<file path="config.mk">
export PLATFORM = sky130hd
export DESIGN_NAME = mic_pcm_pwm_player
export DESIGN_NICKNAME = d
export VERILOG_FILES = /design/src/rtl/audio_pkg.sv /design/src/rtl/sync_fifo.sv /design/src/rtl/mic_pcm_pwm_player.sv
export SDC_FILE = /design/constraint.sdc
export NUM_CORES = 1
export LEC_CHECK = 0
export CAP_MARGIN = 20
export CORE_MARGIN = 2
export CORE_UTILIZATION = 60
export DETAILED_ROUTE_END_ITERATION = 7
export PLACE_DENSITY = 0.76
export SLEW_MARGIN = 10
export SYNTH_ARGS = -nofsm -noshare
export SYNTH_HDL_FRONTEND = slang
export SYNTH_SLANG_ARGS = --single-unit
</file>
<file path="constraint.sdc">
create_clock -name clk -period 6.1 [get_ports clk]
set_input_delay 0.61 -clock clk [delete_from_list [all_inputs] [get_ports clk]]
set_output_delay 0.61 -clock clk [all_outputs]
set_load 0.02 [all_outputs]
</file>
<file path="src/rtl/audio_pkg.sv">
// rtl/audio_pkg.sv - shared audio defaults and PCM-to-PWM duty helpers
package audio_pkg;

  localparam int DATA_W_DEF = 16;
  localparam int PWM_W_DEF  = 8;
  localparam logic [PWM_W_DEF-1:0] MIDSCALE_DEF = PWM_W_DEF'(1) << (PWM_W_DEF - 1);

  function automatic logic [31:0] midscale(input int pwm_w);
    return 32'd1 << (pwm_w - 1);
  endfunction

  // Top PWM_W bits of a signed sample, MSB inverted: signed -> offset binary.
  function automatic logic [31:0] to_offset(input logic [31:0] sample, input int data_w,
                                            input int pwm_w);
    return (sample >> (data_w - pwm_w)) ^ midscale(pwm_w);
  endfunction

endpackage

</file>
<file path="src/rtl/sync_fifo.sv">
// rtl/sync_fifo.sv - single-clock FIFO with show-ahead read data and a level counter
module sync_fifo #(
  parameter int DATA_W = 16,
  parameter int DEPTH  = 16
) (
  input  logic                     clk,
  input  logic                     reset,
  input  logic                     wr_en,
  input  logic [DATA_W-1:0]        wr_data,
  input  logic                     rd_en,
  output logic [DATA_W-1:0]        rd_data,
  output logic [$clog2(DEPTH):0]   level,
  output logic                     full,
  output logic                     empty
);

  localparam int AW = $clog2(DEPTH);
  localparam int LW = AW + 1;

  logic [DATA_W-1:0] r_mem [DEPTH];
  logic [AW-1:0]     r_wr_ptr;
  logic [AW-1:0]     r_rd_ptr;
  logic [LW-1:0]     r_level;

  always_ff @(posedge clk) begin
    if (wr_en) r_mem[r_wr_ptr] <= wr_data;
  end

  always_ff @(posedge clk) begin
    if (reset) begin
      r_wr_ptr <= '0;
      r_rd_ptr <= '0;
      r_level  <= '0;
    end else begin
      if (wr_en) r_wr_ptr <= r_wr_ptr + AW'(1);
      if (rd_en) r_rd_ptr <= r_rd_ptr + AW'(1);
      case ({wr_en, rd_en})
        2'b10:   r_level <= r_level + LW'(1);
        2'b01:   r_level <= r_level - LW'(1);
        default: r_level <= r_level;
      endcase
    end
  end

  assign rd_data = r_mem[r_rd_ptr];
  assign level   = r_level;
  assign full    = (r_level == LW'(DEPTH));
  assign empty   = (r_level == '0);

endmodule

</file>
<file path="src/rtl/mic_pcm_pwm_player.sv">
// rtl/mic_pcm_pwm_player.sv - buffers mic PCM words and plays them as 1-bit PWM
// Define MIC_PWM_HOLD_LAST_EN to keep the previous duty on an empty period instead of midscale.
module mic_pcm_pwm_player
  import audio_pkg::*;
#(
  parameter int DATA_W = DATA_W_DEF,
  parameter int DEPTH  = 16,
  parameter int PWM_W  = PWM_W_DEF
) (
  input  logic                    clk,
  input  logic                    reset,
  input  logic                    enable,
  input  logic [DATA_W-1:0]       sample_in,
  input  logic                    sample_valid,
  output logic                    pwm_out,
  output logic [$clog2(DEPTH):0]  fifo_level,
  output logic                    fifo_full,
  output logic                    fifo_empty,
  output logic                    overflow,
  output logic                    underrun
);

  logic [DATA_W-1:0] w_head;
  logic              w_full;
  logic              w_empty;
  logic              w_cnt_max;
  logic              w_rd_en;
  logic              w_wr_en;
  logic [PWM_W-1:0]  w_duty_new;
  logic [PWM_W-1:0]  w_duty_idle;
  logic [PWM_W-1:0]  r_pwm_cnt;
  logic [PWM_W-1:0]  r_duty;
  logic              r_pwm_out;
  logic              r_overflow;
  logic              r_underrun;

  assign w_cnt_max  = (r_pwm_cnt == '1);
  assign w_rd_en    = enable && w_cnt_max && !w_empty;
  // A full FIFO still accepts a write when the head leaves in the same cycle.
  assign w_wr_en    = enable && sample_valid && (!w_full || w_rd_en);
  assign w_duty_new = PWM_W'(to_offset(32'(w_head), DATA_W, PWM_W));

`ifdef MIC_PWM_HOLD_LAST_EN
  assign w_duty_idle = r_duty;
`else
  assign w_duty_idle = PWM_W'(midscale(PWM_W));
`endif

  sync_fifo #(
    .DATA_W (DATA_W),
    .DEPTH  (DEPTH)
  ) u_fifo (
    .clk     (clk),
    .reset   (reset),
    .wr_en   (w_wr_en),
    .wr_data (sample_in),
    .rd_en   (w_rd_en),
    .rd_data (w_head),
    .level   (fifo_level),
    .full    (w_full),
    .empty   (w_empty)
  );

  always_ff @(posedge clk) begin
    if (reset) begin
      r_pwm_cnt  <= '0;
      r_duty     <= '0;
      r_pwm_out  <= 1'b0;
      r_overflow <= 1'b0;
      r_underrun <= 1'b0;
    end else begin
      r_pwm_out <= enable && (r_pwm_cnt < r_duty);
      if (enable) begin
        r_pwm_cnt <= r_pwm_cnt + PWM_W'(1);
        if (w_cnt_max) begin
          if (!w_empty) begin
            r_duty <= w_duty_new;
          end else begin
            r_duty     <= w_duty_idle;
            r_underrun <= 1'b1;
          end
        end
        if (sample_valid && w_full && !w_rd_en) r_overflow <= 1'b1;
      end
    end
  end

  assign pwm_out    = r_pwm_out;
  assign fifo_full  = w_full;
  assign fifo_empty = w_empty;
  assign overflow   = r_overflow;
  assign underrun   = r_underrun;

endmodule
</file>
Yosys cells after proc, flatten, opt, wreduce, memory -nomap -nowiden
Memories as Yosys holds them, arrays and structs flattened. A register that Yosys moved wholly into a read port is not among the register bits.
Index checks and enable logic that the tools add are counted.
Word-level totals
  bits in writable memories: 256
  memories kept: 1
  register bits after elaboration: 32
  word-level logic and storage cells: 42
Memory list
  u_fifo.r_mem: depth 16, width 16, rd ports 1, clocked after Yosys merged registers in 1, write ports 1, line sync_fifo.sv:20  | logic [DATA_W-1:0] r_mem [DEPTH];
Operators by class
  multiplexer cells: 6
  order comparisons: 1
  bitwise gates (word level): 1
  add/sub/neg operators: 5
  equality and inequality tests: 4
  reduce and logical (&&, ||, !) cells: 16
Operators by type and width (number)
  $pmux W5 S2: 1
  $add A4 B1 Y4 const B: 2
  $add A8 B1 Y8 const B: 1
  $eq A8 B8 Y1 const B: 1
  $lt A8 B8 Y1: 1
  $mux W4: 2
  $mux W8: 1
  $logic_and A1 B1 Y1: 7
  $add A5 B1 Y5 const B: 1
  $eq A5 B5 Y1 const B: 1
  $logic_not A5 Y1: 1
  $sub A5 B1 Y5 const B: 1
  $reduce_and A2 Y1: 2
  $logic_not A1 Y1: 3
  $reduce_and A3 Y1: 1
  $eq A2 B1 Y1 const B: 1
  $eq A2 B2 Y1 const B: 1
  $mux W1: 2
  $reduce_bool A2 Y1: 1
  $logic_or A1 B1 Y1: 1
  $not A1 Y1: 1

Longest topological paths before layout
  depth in word-level cells: 7
  mapped depth: 10
  depth with buffers taken out: 10

Modules after synthesis
A second synthesis with hierarchy kept.
Unflattened totals
  cells, all modules: 622
  area total of the unflattened synthesis: 11582.4 um^2
Modules (own cells, without submodules)
  sync_fifo: instances 1, sequential area each 8027.7 um^2, area an instance 10581.4 um^2, cells an instance 508
  mic_pcm_pwm_player: instances 1, sequential area each 380.4 um^2, area an instance 1001.0 um^2, cells an instance 114

Worst setup path before layout
No wires, ideal clock.
  path kind: reg-to-reg
  start: register u_fifo.r_level[0], in the netlist u_fifo.level[0]
  end: register u_fifo.r_level[4], in the netlist u_fifo.level[4]
  path slack: 3.074 ns
  period minus slack after synthesis: 3.026 ns
  data arrival time: 2.955 ns
  required time: 6.030 ns
  cell stages (with the launch flop): 11
  cells stage by stage: dfxtp_1 -> or4_4 -> nor2_1 -> or3_1 -> nor2_1 -> fa_1 -> a21o_1 -> a21oi_1 -> a2111oi_1 -> or3_1 -> a21oi_1
Between the ends
  longest elaborated chain between the ends: 7
  elaborated cells on any way between the ends: 13
  classes of those cells: add/sub: 2; eq/ne: 3; mux: 1; reduce/logical: 7
Ends and longest elaborated chain
  from (decl): line sync_fifo.sv:23  | logic [LW-1:0] r_level;
  from (signal assigned): line sync_fifo.sv:38  | 2'b10: r_level <= r_level + LW'(1);
  from (signal assigned): line sync_fifo.sv:39  | 2'b01: r_level <= r_level - LW'(1);
  from (signal assigned): line sync_fifo.sv:40  | default: r_level <= r_level;
  $logic_not A5 Y1 *: line sync_fifo.sv:48  | assign empty = (r_level == '0);
  net fifo_empty: line mic_pcm_pwm_player.sv:18  | output logic fifo_empty,
  $logic_not A1 Y1 *
  $logic_and A1 B1 Y1 *: line mic_pcm_pwm_player.sv:38  | assign w_rd_en = enable && w_cnt_max && !w_empty;
  $logic_or A1 B1 Y1: line mic_pcm_pwm_player.sv:40  | assign w_wr_en = enable && sample_valid && (!w_full || w_rd_en);
  $logic_and A1 B1 Y1: line mic_pcm_pwm_player.sv:40
  $eq A2 B1 Y1 or $eq A2 B2 Y1 (tied branches): line sync_fifo.sv:37  | case ({wr_en, rd_en})
  $pmux W5 S2 or $reduce_bool A2 Y1 (tied branches)
The timed path passes the listed nets; every way through them passes the cells marked *.
A chain may end at the register's enable or synchronous reset.

Worst setup path after layout
  start: input port enable
  end: register u_fifo.r_level[4], in the netlist u_fifo.level[4]
Between the ends
  longest elaborated chain between the ends: 6
  elaborated cells on any way between the ends: 9
  classes of those cells: eq/ne: 2; mux: 1; reduce/logical: 6
Ends and longest elaborated chain
  from (decl): line mic_pcm_pwm_player.sv:12  | input logic enable,
  $logic_and A1 B1 Y1 (2 in a row): line mic_pcm_pwm_player.sv:38
  $logic_or A1 B1 Y1: line mic_pcm_pwm_player.sv:40
  $logic_and A1 B1 Y1: line mic_pcm_pwm_player.sv:40
  $eq A2 B1 Y1 or $eq A2 B2 Y1 (tied branches): line sync_fifo.sv:37
  $pmux W5 S2 or $reduce_bool A2 Y1 (tied branches)
Several ways; a longest one is shown, not always the timed one.

==> results.cfg <==
[place]
dpl.cell_count = 576
port_buffers = 21
hpwl_um = 7850
place_congestion = 0.798

[finish]
antenna_cells = 0
final_common_cell = edfxtp_1
drive_above_1_share = 0.146
final_cell_mix = edfxtp_1 (128), nor2_1 (39), dfxtp_1 (36)
finalNonFillerCells = 607
layout.nets = 492
fillCellCount = 721
areaGrowthSynthToFinish_pct = 13.0
utilization = 0.698

[worst_setup_path]
crit_path_start_kind = primary input
critical_path_class = in2reg
arrival_ps = 3690
worstPathRequired_ps = 6560
endpoint_kind = flip-flop
crit_fanout = 12

[die]
die-area_mm2 = 0.0120
start_util = 0.617
core_area_mm2 = 0.0108
pin_count = 30
die_h_um = 110
dieWidth_um = 110
row_count = 38

[synthesis]
ys_ff_latch = 164
syn_inst = 426
synth_nets = 463
synth-main-ff-cell = edfxtp_1
yosysTopAreaCell = edfxtp_1
ys_async_sr_fraction = 0
synth_edf_count = 128
mappedNetlistArea_mm2 = 0.00669
post-synth-top-area-fraction = 0.574
ys.warnings.count = 0
synthTopCellsByArea = edfxtp_1 (57%), dfxtp_1 (11%), mux4_2 (9.4%), ha_1 (3.0%), mux2i_1 (2.8%)
synth_seq_area_share = 0.682
synth.avg_cell_area_um2 = 15.7
ys_types = 42

[run_status]
status = finished, final reports clean

[drt]
wl_per_cell_um = 20.8
drc = 0
antenna_left = 0
routed_wl_um = 12700
dr.pass1.iters = 5
vias = 3671
viasPerCell = 6.05
drt_iter0_markers = 443

[sta]
tightest_slew_ps = 1030
slew_headroom = 0.308
fmax_ghz = 0.309
setup_violations = 0
hold_viol_final = 0
fin_worst_skew_ps = 17.4
min_period_ps = 3230
grt_setup_unrepaired = false
fin_setup_tns_ps = 0
period_share = 0.530
drv_slew = 0

[pwr]
p_leak_nw = 2.44
power_density_mw_per_mm2 = 291
vdd_ir_drop_max_mv = 0.311

[clock_tree]
cts_setup_buffers = 0
cts_repair_resize_count = 0
clock_sinks = 164
clk_pin_slew_ps = 60
clock_latency_ps = 550
clockRootBuffer = clkbuf_8
h-tree-depth = 4
postCtsHoldBufs = 0
cts_inserted_buffers = 17
cts_tree = done
clockBufferDepth = 2

[global_routing]
grt_max_degree = 36
overflow = 0
grt_first_pass_wirelength_um = 19900
gr-max-usage-layer = met2
grt_util_met2 = 0.369
grt_pass1_vias = 3649
grtUsageMet3 = 0.0699
use_met1 = 0.317
grt_util_all_layers = 0.236
antenna_found_initial = 0

[job]
max_cap_violations = 0

[hold_path]
hold_path_class = reg2reg
==> critical path: stages <==
cell	delay [ps]
clkdlybuf4s50_1	740
nand4_1	270
or3_1	450
nor2_1	330
ha_1	340
a21o_1	180
a21oi_1	170
a2111oi_1	80
or3_1	360
a21oi_1	150
==> synth_stat cells (8+ instances only) <==
master,number
xor2_1,9
nand2_1,32
mux2i_1,19
a22oi_1,8
ha_1,16
o21ai_0,9
dfxtp_1,36
nor2_1,39
edfxtp_1,128
inv_1,10
clkbuf_1,8
mux4_2,28
a21oi_1,9
==> logic make-up (layout without fill, tap and decap cells) <==
logic type | count (synthesis) | after routing | share of synthesized area
AOI/OAI and AO/OA | 44 | 44 | 0.0475
xor gates and xnor gates | 16 | 16 | 0.0209
adders and majority gates | 17 | 17 | 0.0329
buffers and inverters | 29 | 70 | 0.0174
DFF | 164 | 164 | 0.682
muxes | 47 | 47 | 0.123
and+or+nand+nor | 109 | 109 | 0.0768
==> sequential cells by signal (all words and copies together) (netlist names), named ones only <==
name	count
u_fifo.r_rd_ptr	4
u_fifo.r_mem	128
pwm_out	1
u_fifo.r_wr_ptr	4
u_fifo.level	5
r_pwm_cnt	8
r_duty	8
underrun	1
overflow	1
==> metal layers <==
metal  routed length, µm  vias up  part of all wire
met5                   0        -                 0
met4                 196        0             0.015
met3                 691       18             0.055
met2                6230      121              0.49
met1                5540     1844              0.44
li1                    -     1688                 -
==> power by group <==
group | leakage, nW | switching, mW | total, mW | internal, mW
Clock | 0.241 | 0.423 | 0.920 | 0.497
Sequential | 1.44 | 0.00664 | 1.22 | 1.21
Combinational | 0.759 | 0.0401 | 0.0649 | 0.0248
==> cell type report <==
cell class              instances  area [µm²]  area share
inverters                      11        41.3     0.00546
repair buffers                 28         263      0.0347
multi-input cells             233        2010       0.266
flip-flops and latches        164        4560       0.604
clock buffers                  19         422      0.0558
well taps                     140         175      0.0232
clock inverters                12        83.8      0.0111
==> final timing paths <==
path	startpoint	cells after the start	slack, ps	end
worst min-delay path	underrun	2	480	underrun
worst max register to register	r_pwm_cnt[1]	10	3090	u_fifo.level[4]
worst min register to register	underrun	2	480	underrun
worst max-delay path	enable	10	2870	u_fifo.level[4]
==> through the flow <==
step	hold slack [ps]	power [mW]	area [µm²]	worst slack, ps
after floorplan	441	1.27	6690	3070
after detailed placement	468	1.31	7060	2380
after CTS	487	2.22	7560	2880
final	483	2.20	7560	2870
after global placement	447	1.30	7060	2410
after global routing	513	2.27	7560	2690
Power figures use the tool's default switching activity.
